===== src/rtl/gp_timer_pkg.sv =====
// gp_timer shared definitions: register indices, CTRL/STATUS bit positions, CTRL layout.
package gp_timer_pkg;

   localparam logic [3:0] ADDR_CTRL   = 4'd0;
   localparam logic [3:0] ADDR_STATUS = 4'd1;
   localparam logic [3:0] ADDR_IER    = 4'd2;
   localparam logic [3:0] ADDR_PSC    = 4'd3;
   localparam logic [3:0] ADDR_ARR    = 4'd4;
   localparam logic [3:0] ADDR_CNT    = 4'd5;
   localparam logic [3:0] ADDR_EGR    = 4'd6;
   localparam logic [3:0] ADDR_CCR0   = 4'd8;

   localparam int CTRL_EN_BIT    = 0;
   localparam int CTRL_OPM_BIT   = 1;
   localparam int STATUS_UIF_BIT = 0;
   localparam int STATUS_CC0_BIT = 1;
   localparam int EGR_UG_BIT     = 0;

   typedef struct packed {
      logic opm;
      logic en;
   } ctrl_t;

endpackage


===== src/rtl/gp_timer_prescaler.sv =====
// Prescaler for gp_timer: holds the active PSC shadow and produces one tick every PSC_act+1 enabled cycles.
module gp_timer_prescaler #(
   parameter int PSC_W = 16
) (
   input  logic             clk,
   input  logic             reset,
   input  logic             en,
   input  logic             clear,
   input  logic             load,
   input  logic [PSC_W-1:0] psc_pre,
   output logic             tick
);

   logic [PSC_W-1:0] psc_cnt;
   logic [PSC_W-1:0] psc_act;

   assign tick = en && (psc_cnt == psc_act);

   always_ff @(posedge clk or negedge reset) begin
      if (!reset) begin
         psc_cnt <= '0;
         psc_act <= '0;
      end else begin
         if (load)
            psc_act <= psc_pre;
         if (clear || tick)
            psc_cnt <= '0;
         else if (en)
            psc_cnt <= psc_cnt + 1'b1;
      end
   end

endmodule


===== src/rtl/gp_timer.sv =====
// Multi-channel general-purpose timer with shadowed PSC/ARR, compare/PWM channels and sticky flags.
// Build option GPTIM_ONE_PULSE_EN implements CTRL.OPM (stop after one counter period).
module gp_timer
   import gp_timer_pkg::*;
#(
   parameter int CNT_W  = 16,
   parameter int PSC_W  = 16,
   parameter int NUM_CH = 4
) (
   input  logic              clk,
   input  logic              reset,
   input  logic              reg_we,
   input  logic [3:0]        reg_addr,
   input  logic [31:0]       reg_wdata,
   output logic [31:0]       reg_rdata,
   output logic [CNT_W-1:0]  cnt,
   output logic [NUM_CH-1:0] cmp_out,
   output logic              update_evt,
   output logic              irq
);

   ctrl_t                         ctrl;
   logic [NUM_CH:0]               status;
   logic [NUM_CH:0]               status_nxt;
   logic [NUM_CH:0]               ier;
   logic [NUM_CH-1:0]             cc_set;
   logic [PSC_W-1:0]              psc_pre;
   logic [CNT_W-1:0]              arr_pre;
   logic [CNT_W-1:0]              arr_act;
   logic [CNT_W-1:0]              cnt_step;
   logic [NUM_CH-1:0][CNT_W-1:0]  ccr;
   logic wr_ctrl, wr_status, wr_ier, wr_psc, wr_arr, wr_cnt, ug;
   logic tick, eff_tick, at_top, wrap, upd;
   logic unused_wdata;

   assign wr_ctrl   = reg_we && (reg_addr == ADDR_CTRL);
   assign wr_status = reg_we && (reg_addr == ADDR_STATUS);
   assign wr_ier    = reg_we && (reg_addr == ADDR_IER);
   assign wr_psc    = reg_we && (reg_addr == ADDR_PSC);
   assign wr_arr    = reg_we && (reg_addr == ADDR_ARR);
   assign wr_cnt    = reg_we && (reg_addr == ADDR_CNT);
   assign ug        = reg_we && (reg_addr == ADDR_EGR) && reg_wdata[EGR_UG_BIT];
   assign unused_wdata = ^reg_wdata;

   // A CNT write swallows the tick: no count, no compare flag, no update event.
   assign eff_tick = tick && !wr_cnt;
   assign at_top   = (cnt == arr_act);
   assign wrap     = eff_tick && at_top;
   assign upd      = wrap || ug;
   assign cnt_step = at_top ? '0 : cnt + 1'b1;

   gp_timer_prescaler #(.PSC_W(PSC_W)) u_psc (
      .clk     (clk),
      .reset   (reset),
      .en      (ctrl.en),
      .clear   (ug || wr_cnt),
      .load    (upd),
      .psc_pre (psc_pre),
      .tick    (tick)
   );

   always_ff @(posedge clk or negedge reset) begin
      if (!reset) begin
         cnt        <= '0;
         psc_pre    <= '0;
         arr_pre    <= '1;
         arr_act    <= '1;
         ier        <= '0;
         status     <= '0;
         update_evt <= 1'b0;
      end else begin
         if (wr_cnt)
            cnt <= reg_wdata[CNT_W-1:0];
         else if (ug)
            cnt <= '0;
         else if (eff_tick)
            cnt <= cnt_step;
         if (wr_psc)
            psc_pre <= reg_wdata[PSC_W-1:0];
         if (wr_arr)
            arr_pre <= reg_wdata[CNT_W-1:0];
         if (upd)
            arr_act <= arr_pre;
         if (wr_ier)
            ier <= reg_wdata[NUM_CH:0];
         status     <= status_nxt;
         update_evt <= upd;
      end
   end

   always_ff @(posedge clk or negedge reset) begin
      if (!reset) begin
         ctrl <= '0;
      end else if (wr_ctrl) begin
         ctrl.en <= reg_wdata[CTRL_EN_BIT];
`ifdef GPTIM_ONE_PULSE_EN
         ctrl.opm <= reg_wdata[CTRL_OPM_BIT];
      end else if (wrap && ctrl.opm) begin
         ctrl.en <= 1'b0;
`endif
      end
   end

   // Hardware set beats a simultaneous write-1-to-clear.
   always_comb begin
      status_nxt = status;
      if (wr_status)
         status_nxt = status & ~reg_wdata[NUM_CH:0];
      status_nxt = status_nxt | {cc_set, upd};
   end

   assign irq = |(status & ier);

   for (genvar i = 0; i < NUM_CH; i++) begin : g_ch
      logic             wr_ccr;
      logic [CNT_W-1:0] ccr_q;
      logic             cmp_q;

      assign wr_ccr    = reg_we && (reg_addr == ADDR_CCR0 + 4'(i));
      assign ccr[i]    = ccr_q;
      assign cmp_out[i] = cmp_q;
      assign cc_set[i] = eff_tick && (cnt_step == ccr_q);

      always_ff @(posedge clk or negedge reset) begin
         if (!reset) begin
            ccr_q <= '0;
            cmp_q <= 1'b0;
         end else begin
            if (wr_ccr)
               ccr_q <= reg_wdata[CNT_W-1:0];
            if (ctrl.en)
               cmp_q <= (cnt < ccr_q);
         end
      end
   end

   always_comb begin
      reg_rdata = '0;
      case (reg_addr)
         ADDR_CTRL:   reg_rdata[1:0]        = ctrl;
         ADDR_STATUS: reg_rdata[NUM_CH:0]   = status;
         ADDR_IER:    reg_rdata[NUM_CH:0]   = ier;
         ADDR_PSC:    reg_rdata[PSC_W-1:0]  = psc_pre;
         ADDR_ARR:    reg_rdata[CNT_W-1:0]  = arr_pre;
         ADDR_CNT:    reg_rdata[CNT_W-1:0]  = cnt;
         default: begin
            for (int i = 0; i < NUM_CH; i++)
               if (reg_addr == ADDR_CCR0 + 4'(i))
                  reg_rdata[CNT_W-1:0] = ccr[i];
         end
      endcase
   end

endmodule


===== config.mk =====
export PLATFORM = sky130hd
export DESIGN_NAME = gp_timer
export DESIGN_NICKNAME = d
export VERILOG_FILES = /design/src/rtl/gp_timer_pkg.sv /design/src/rtl/gp_timer_prescaler.sv /design/src/rtl/gp_timer.sv
export SDC_FILE = /design/constraint.sdc
export NUM_CORES = 1
export LEC_CHECK = 0
export ABC_CLOCK_PERIOD_IN_PS = 4250
export BUFFER_PORTS_ARGS = -buffer_cell sky130_fd_sc_hd__buf_2
export CAP_MARGIN = 20
export CORE_AREA = 2 2 203 205
export DETAILED_ROUTE_END_ITERATION = 7
export DIE_AREA = 0 0 205 207
export GPL_ROUTABILITY_DRIVEN = 0
export GPL_TIMING_DRIVEN = 0
export PLACE_DENSITY = 0.42
export SLEW_MARGIN = 10
export SYNTH_ARGS = -nofsm -noshare
export SYNTH_HDL_FRONTEND = slang
export SYNTH_HIERARCHICAL = 1
export SYNTH_SLANG_ARGS = --single-unit

===== constraint.sdc =====
create_clock -name clk -period 4.25 [get_ports clk]
set_clock_uncertainty 0.05 [all_clocks]
set_input_delay 0.85 -clock clk [delete_from_list [all_inputs] [get_ports clk]]
set_output_delay 0.85 -clock clk [all_outputs]
set_load 0.1 [all_outputs]

==> results.json <==
{
  "status": "finished, final reports clean",
  "grt_first_pass_wirelength_um": 69260,
  "worst-path-max-fanout": 13,
  "initial_core_util_pct": 29.48,
  "clk-insertion-delay-late_ps": 450,
  "fill_cells": 4259,
  "cp_num_cells": 9,
  "min_period_over_period_pct": 97.91,
  "num_antenna_cells": 0,
  "antenna_found_initial": 2,
  "maxSlewHeadroom_pct": 28.84,
  "mostFrequentLayoutCells": "dfrtp_1, mux2_2, buf_2, inv_1, nor2_1",
  "crit_path_top_delay_cell": "dfrtp_1",
  "power_leakage_nw": 6.153,
  "start_kind": "register",
  "layout-drive-gt1-share_pct": 25.63,
  "via_count": 10089,
  "die_x_um": 205,
  "ff2ff_path_depth": 9,
  "setup_viol": 0,
  "yosys_warnings": 8,
  "crit_end": "status[1]$_DFF_PN0_",
  "netlist_area_um2": 11900,
  "cp_num_buf_inv": 2,
  "finalCriticalPeriod_ps": 4161,
  "tightest_slew_ps": 1060,
  "final_antenna_net_count": 0,
  "rsz0062_at_grt": "no",
  "ys_async_sr_fraction_pct": 100.0,
  "clk_pin_slew_worst_paths_ps": 80,
  "row_count": 74,
  "cts-htree-levels": 4,
  "track_usage_pct": 22.42,
  "netSwitchingFraction_pct": 44.72,
  "cp_data_arrival_time_ps": 4450,
  "io_buffers": 56,
  "grt_overflow": 0,
  "fin_nets": 1391,
  "path_cells": "xor2_1 -> nor4_1 -> and4_1 -> buf_4 -> buf_2 -> o21ai_0 -> a2111oi_1 -> o2111ai_1 -> o31ai_1",
  "power_density_nw_per_um2": 531.0,
  "reg2reg_to": "status[1]$_DFF_PN0_",
  "avgSynthCellArea_um2": 9.934,
  "max_freq_mhz": 240.3,
  "startpoint": "cnt[1]$_DFFE_PN0P_",
  "max_cap_violations": 0,
  "end_kind": "register",
  "cts_buffer_depth": 2,
  "cts_buffers": 17,
  "clk_root_buffer_cell": "clkbuf_16",
  "peakVddDrop_v": 0.0003025,
  "postPlaceCellArea_um2": 12950,
  "drt-pass1-iter-count": 7,
  "cts_sinks": 176,
  "cts_tree": "yes",
  "min_path_type": "input port to asynchronous set/reset pin",
  "pwr-share-clk_pct": 22.9,
  "core_um2": 40370,
  "die_h_um": 207,
  "finalSetupTns_ps": 0,
  "r2r_slack_ps": 90,
  "grt_max_degree": 98,
  "internal_power_mw": 3.984,
  "layout_commonest_cell": "dfrtp_1",
  "drcViolationCount": 0,
  "drt_iter0_drc": 853,
  "io_pins": 93,
  "synth-edff-count": 0,
  "rr_startpoint": "cnt[1]$_DFFE_PN0P_",
  "post-dp-hpwl_um": 36600,
  "area_delta_synth_final_pct": 14.05,
  "switching_power_mw": 3.223,
  "path_class": "register to register",
  "critPathTopFamily": "compound AO/OA/AOI/OAI gates",
  "wl_per_cell_um": 25.73,
  "multiInputGateArea_um2": 6793,
  "cpPeakStageDelay_ps": 810,
  "yosysUniqueCellTypes": 77,
  "seq_area_frac_synth_pct": 37.34,
  "synth-seq-cells": 176,
  "final_max_slew_viol_count": 0,
  "hold_buffers": 0,
  "final-seq-area_um2": 4444,
  "stdcell_area_um2": 13570,
  "drt-total-wl_um": 47220,
  "combinationalPowerShare_pct": 39.5,
  "power_frac_seq_pct": 37.6,
  "dieArea_um2": 42440,
  "fin_hold_ws_ps": 369.1,
  "design_power_total_mw": 7.207,
  "worstPathRequired_ps": 4540,
  "routed_via_density": 5.498,
  "synthCells": 1198,
  "final-hold-violation-count": 0,
  "grt_pass1_vias": 9747,
  "ys.flop_type": "dfrtp_1"
}
[worst reg2reg max path: stages, from the launching register on]
cell and delay (ps):
dfrtp_1 810, xor2_1 150, nor4_1 520, and4_1 260, buf_4 210, buf_2 310, o21ai_0 370, a2111oi_1 580
o2111ai_1 390, o31ai_1 390
[power groups by stage]
stage	Clock (mW)	Combinational [mW]	Sequential, mW
2_1_floorplan	0	1.97	2.64
3_3_place_gp	0	2.81	2.73
3_5_place_dp	0	2.84	2.74
4_1_cts	1.69	2.86	2.71
5_1_grt	1.75	3.09	2.77
6_report	1.65	2.85	2.71
[repair_timing]
item,CTS,global route
gates resized for setup,8,12
setup endpoints to repair,25,24
setup buffers,0,0
[flip-flops by register name, summed over array words and instances, names as in the netlist, 5 cells and up]
name	count
g_ch.ccr_q	64
arr_act	16
arr_pre	16
cnt	16
psc_pre	16
u_psc/psc_act	16
u_psc/psc_cnt	16
ier	5
status	5
[kinds of logic after synthesis]
group / count (synthesis) / share of synthesized area (%)
AOI/OAI and AO/OA: 264 / 16.06
xor gates and xnor gates: 92 / 7.412
adders and majority gates: 62 / 6.518
buffers and inverters: 158 / 6.245
DFF: 176 / 37.34
muxes: 139 / 13.20
other: 1 / 0.03151
and+or+nand+nor: 306 / 13.18
[how the worst min path moves through the flow]
stage                         startpoint                   endpoint  slack, ps  cells past startpoint
4_1_cts                            reset         ier[1]$_DFFE_PN0P_        390                      1
6_report                           reset         ier[1]$_DFFE_PN0P_        370                      1
3_3_place_gp   g_ch[1].cmp_q$_DFFE_PN0P_  g_ch[1].cmp_q$_DFFE_PN0P_        440                      1
3_5_place_dp   g_ch[2].cmp_q$_DFFE_PN0P_  g_ch[2].cmp_q$_DFFE_PN0P_        440                      1
2_1_floorplan        status[0]$_DFF_PN0_        status[0]$_DFF_PN0_        410                      2
5_1_grt                            reset         ier[1]$_DFFE_PN0P_        410                      1
[per-layer routing]
layer	GRT usage (%)	vias to the layer above	routed length [µm]
met5	0	-	15
met4	7.492	2	1394
met3	2.926	69	2384
met2	36.02	332	22250
met1	31.00	5090	21180
li1	-	4596	-
[synth_stat cells, drive strengths merged (5+ instances only)]
cell type	count	area, µm²
a211o	6	52.55
a211oi	14	105.1
a21o	30	225.2
a21oi	44	220.2
a222oi	16	160.2
a22o	7	61.31
a22oi	36	270.3
a31oi	9	56.30
a32oi	8	70.07
and3	7	43.79
buf	50	335.3
clkbuf	36	137.6
dfrtp	144	3603
dfstp	32	840.8
ha	62	775.7
inv	72	270.3
mux2	134	1509
nand2	64	240.2
nand2b	12	75.07
nand3	44	220.2
nand4	35	234.0
nor2	67	251.5
nor2b	9	56.30
nor3	23	120.1
nor4	24	171.4
o211ai	8	60.06
o21a	6	45.04
o21ai	33	165.2
o22ai	5	31.28
o31ai	9	77.57
or3	7	43.79
xnor2	50	437.9
xnor3	5	112.6
xor2	37	331.6
[metrics by stage]
stage,setup WS [ps],std cells,utilization (%)
floorplan,34.32,1213,-
global placement,-938.5,1801,31.96
detailed placement,-331.5,1803,32.07
CTS,71.89,1835,33.59
global route,13.99,1835,33.62
finish,88.71,1835,33.62
[area by class of cell]
class,instances,area share [%]
inverters,72,1.991
flip-flops and latches,176,32.74
clock buffers,17,3.134
multi-input cells,879,50.05
plain buffers,86,3.567
repair buffers,58,2.378
clock inverters,15,1.235
well taps,532,4.904
(Power assumes the default switching activity.)
